## src/rtl/bram_rr_arbiter.sv

```systemverilog
// bram_rr_arbiter: round-robin sharing of one synchronous block-RAM port among NREQ valid/ready requesters
module bram_rr_arbiter #(
  parameter int ABITS = 10,
  parameter int DBITS = 32,
  parameter int DEPTH = 1024,
  parameter int NREQ = 4
) (
  input  logic                   clk,
  input  logic                   rst_n,
  input  logic [NREQ-1:0]        req_valid,
  output logic [NREQ-1:0]        req_ready,
  input  logic [NREQ-1:0]        req_we,
  input  logic [NREQ*ABITS-1:0]  req_addr,
  input  logic [NREQ*DBITS-1:0]  req_wdata,
  output logic                   mem_en,
  output logic                   mem_we,
  output logic [ABITS-1:0]       mem_a,
  output logic [DBITS-1:0]       mem_wd,
  input  logic [DBITS-1:0]       mem_rd,
  output logic [NREQ-1:0]        rsp_valid,
  output logic                   rsp_we,
  output logic [DBITS-1:0]       rsp_rdata
);
  localparam int IW = $clog2(NREQ);
  if (DEPTH > (1 << ABITS) || NREQ < 2 || NREQ > 8) begin : g_bad_param
    $error("bram_rr_arbiter: DEPTH must be <= 2**ABITS and NREQ in 2..8");
  end
  logic [IW-1:0] last, gid, iss_id;
  logic en_q, we_q, hs;
  function automatic logic [IW-1:0] wrap(input int s);
    return IW'(s >= NREQ ? s - NREQ : s);
  endfunction
  always_comb begin
    gid = '0;
    for (int k = NREQ; k >= 1; k--)
      if (req_valid[wrap(int'(last) + k)]) gid = wrap(int'(last) + k);
  end
  assign hs = rst_n && (|req_valid);
  assign req_ready = hs ? NREQ'(1) << gid : '0;
  assign mem_en = en_q & rst_n;
  assign mem_we = we_q & rst_n;
  assign rsp_rdata = mem_rd;
  always_ff @(posedge clk) begin
    if (!rst_n) begin
      last <= IW'(NREQ - 1);
      iss_id <= '0;
      en_q <= 1'b0;
      we_q <= 1'b0;
      mem_a <= '0;
      mem_wd <= '0;
      rsp_valid <= '0;
      rsp_we <= 1'b0;
    end else begin
      en_q <= hs;
      we_q <= hs & req_we[gid];
      if (hs) begin
        last <= gid;
        iss_id <= gid;
        mem_a <= req_addr[gid*ABITS +: ABITS];
        mem_wd <= req_wdata[gid*DBITS +: DBITS];
      end
      rsp_valid <= en_q ? NREQ'(1) << iss_id : '0;
      rsp_we <= en_q & we_q;
    end
  end
  a_ready: assert property (@(posedge clk) $onehot0(req_ready) && (req_ready & ~req_valid) == '0);
  a_rsp: assert property (@(posedge clk) $onehot0(rsp_valid));
  a_we: assert property (@(posedge clk) mem_we |-> mem_en);
endmodule
```

## config.mk

```make
export PLATFORM = sky130hd
export DESIGN_NAME = bram_rr_arbiter
export DESIGN_NICKNAME = d
export VERILOG_FILES = /design/src/rtl/bram_rr_arbiter.sv
export SDC_FILE = /design/constraint.sdc
export NUM_CORES = 1
export LEC_CHECK = 0
export ABC_AREA = 1
export BUFFER_PORTS_ARGS = -buffer_cell sky130_fd_sc_hd__buf_2
export CORE_AREA = 4 4 114 116
export CTS_BUF_LIST = sky130_fd_sc_hd__clkbuf_4
export CTS_CLUSTER_DIAMETER = 200
export DETAILED_ROUTE_END_ITERATION = 10
export DIE_AREA = 0 0 118 120
export PLACE_DENSITY = 0.74
export RECOVER_POWER = 25
export SYNTH_ARGS = -nofsm -noshare
export SYNTH_HDL_FRONTEND = slang
export SYNTH_SLANG_ARGS = --single-unit
```

## constraint.sdc

```tcl
create_clock -name clk -period 1.82 [get_ports clk]
set_input_delay 0.273 -clock clk [delete_from_list [all_inputs] [get_ports clk]]
set_output_delay 0.273 -clock clk [all_outputs]
set_load 0.05 [all_outputs]
```

==> out/qor.csv <==
metric;value;unit
async_reset_ff_share;0;%
peakVddDrop;596;uV
r2r_end;mem_wd[25]$_SDFFE_PN0P_;
yosysMostFrequentCell;nand2_1;
yosys_warnings;0;
crit_type;reg -> out;
hold_class;in -> reg;
synth_edf_count;0;
fillers;1218;
worst_slack;-0.303;ns
fin_util;54.1;%
die-area;14200;um^2
synth_commonest_cells;nand2_1 (274), inv_1 (174), nand3_1 (167);
cts.sinks;53;
yosys.area.top_type;dfxtp_1;
synth_ff_type;dfxtp_1;
ys_seq_elements;53;
wl_per_cell;14.2;um
final-seq-area;1070;um^2
cp.required;1.55;ns
clk_path_buf_depth;2;
core.rowCount;40;
vias_per_cell;4.74;
worstSkewPairLatency;0.37;ns
timing.fmax;471;MHz
drc;0;
critPathMaxStageDelay;0.48;ns
grt_pass1_wl;22.7;mm
r2r_start;last[0]$_SDFFE_PN1P_;
cts_hold_buf;0;
final_max_slew_viol_count;0;
numCtsBuffers;5;
root_buffer;clkbuf_4;
ant_nets;0;
tns;-8.77;ns
finalHoldViolations;0;
antenna_found_initial;0;
worst_setup_path_end_kind;primary output;
tightestPinTransition;0.293;ns
drt_iter0_markers;340;
stdcell_count;1162;
yosysUniqueCellTypes;21;
synth_fp_nets;998;
ioPinCount;295;
status;finished with violations;
relSlewSlack;80.5;%
syn_area_per_cell;5.49;um^2
grt_setup_unrepaired;true;
cp-start-kind;flip-flop;
synth_top_area_share;24.5;%
first_global_vias;4907;
power_density;1180;nW/um^2
violations;negative setup slack;
die_w;118;um
hold-path-cell-count;3;
syn_inst;788;
cpMaxStageDelayCell;dfxtp_4;
synth_seq_area_share;24.5;%
min_period_over_period;117;%
die_y;120;um
routed_wl;16.5;mm
h-tree-depth;2;
leakage;4.13;nW
hold_path_end;we_q$_SDFF_PN0_;
core;11900;um^2
crit_fanout;8;
netlist_top_cells_area;dfxtp_1 (25%), nand2_1 (24%), nand3_1 (19%);
maxCapViolations;0;
multi_input_area;2320;um^2
syn-cell-area;4330;um^2
hpwl;10.7;mm
drive_gt1_share;35.6;%
grt.total_usage;19.0;%
fin_skew;0.00905;ns
cts_tree;yes;
gp_congestion;0.834;
min_period;2.12;ns
final-setup-viol-count;47;
dp_cells;1121;
portBuffers;230;
critPathArrivalTime;1.85;ns
start_util;36.3;%
reg2reg_depth;18;
ff2ff_setup_slack;-0.25;ns
cts.clk_slew.worst_paths;0.16;ns
crit_path_frequent_cell;nand2_4;
grt_max_degree;43;
area_growth_syn_to_layout;48.7;%
vias;5504;
worstPathCellList;inv_8 -> nand2_4 -> nand2_4 -> nand2_4 -> nand2_2 -> nand2_2 -> o21ai_2 -> nand2_2 -> nand2_4 -> buf_6 -> nor2_4 -> buf_8;
grt_overflow;0;
dr.pass1.iters;5;
hp-start;req_we[1];
nNetsFinal;1224;
antennaDiodeCount;0;
-- stage by stage --
step                      cell area, um^2  hold slack (ns)  setup slack (ns)  total power, mW
after floorplan                      4390            0.372           -0.0740             4.86
after global placement               5560            0.427           -0.0496             5.74
after detailed placement             5560            0.428           -0.0955             5.78
after global routing                 6440            0.122            -0.423             8.10
after CTS                            5860            0.122            -0.263             6.70
final                                6440            0.140            -0.303             7.60
-- logic make-up (layout without fill, tap and decap cells) --
group,after synthesis,after routing,synth area share [%]
and+or+nand+nor,469,469,46.9
buffers and inverters,257,484,27.4
AOI/OAI and AO/OA,9,9,1.21
DFF,53,53,24.5
-- worst max-delay path by stage --
| stage | cells past startpoint | end | slack, ns | startpoint |
|---|---|---|---|---|
| global placement | 13 | req_ready[1] | -0.05 | last[0]$_SDFFE_PN1P_ |
| detailed placement | 13 | req_ready[1] | -0.1 | last[0]$_SDFFE_PN1P_ |
| finish | 12 | req_ready[1] | -0.30 | last[0]$_SDFFE_PN1P_ |
| global route | 13 | req_ready[0] | -0.42 | last[0]$_SDFFE_PN1P_ |
| floorplan | 14 | req_ready[1] | -0.07 | last[0]$_SDFFE_PN1P_ |
| CTS | 13 | req_ready[0] | -0.26 | last[0]$_SDFFE_PN1P_ |
-- routing by layer --
layer	routed length, um	up-vias	GRT usage, %
met3	1110	42	4.01
met5	0	-	0
met1	6740	2463	22.5
met4	541	0	6.37
li1	-	2761	-
met2	8130	238	34.1
-- timing repair --
action                     CTS  global route
pin swaps                   11            24
gates resized for setup     35            61
setup endpoints to repair   47            47
gates cloned                 2            15
setup buffers               13             6
-- cell usage in the layout, fill, tap and decap left out --
master      Yosys  final
o21ai_2         0      1
dfxtp_4         0      2
clkinv_1        2      2
inv_8           0      1
buf_4          44     29
nand2_2         3     16
buf_8           0      8
nand2_8         0      1
o21ai_0         3      3
clkinv_2        0      2
inv_1         174    171
buf_6           4      7
o21ai_4         0      1
clkinv_8        0      1
inv_2           5      6
nand3_2         0     10
a21oi_1         1      1
nand3_4         1      2
nor2_1         12      7
clkbuf_16       0     12
clkinvlp_4      0      1
nand2_1       274    250
or2_1          10     10
o211ai_1        3      3
buf_16          0      2
clkbuf_4        0      5
buf_2          18    226
nor2_4          0      5
buf_12          0     10
nand3_1       167    156
dfxtp_1        53     51
inv_4           1      1
nand2_4         2     12
-- worst max-delay path: cells and delay by family, from the launching register on --
kind	cells	cell delay, ns
AND/OR/NAND/NOR	8	0.58
flip-flops	1	0.48
AO/OA/AOI/OAI	1	0.05
buffers and inverters	3	0.36
-- sequential cells by signal (all words and copies together), names as in the netlist --
name       count
mem_wd        32
mem_a         10
rsp_valid      4
iss_id         2
last           2
en_q           1
rsp_we         1
we_q           1
-- report_power, final --
part | total [mW] | switching, mW | internal [mW]
registers | 1.65 | 0.178 | 1.47
logic | 5.41 | 3.27 | 2.15
clock network | 0.540 | 0.393 | 0.147
total | 7.60 | 3.84 | 3.76
-- final cells by class --
cell class	instances	share of cell area [%]
multi-input combinational	478	36.1
clock inverter	3	0.272
clock buffer	5	0.583
timing repair buffer	294	32.7
sequential	53	16.6
tap	147	2.86
inverter	182	11.0
Note: power is estimated with default switching activity, not from simulation.
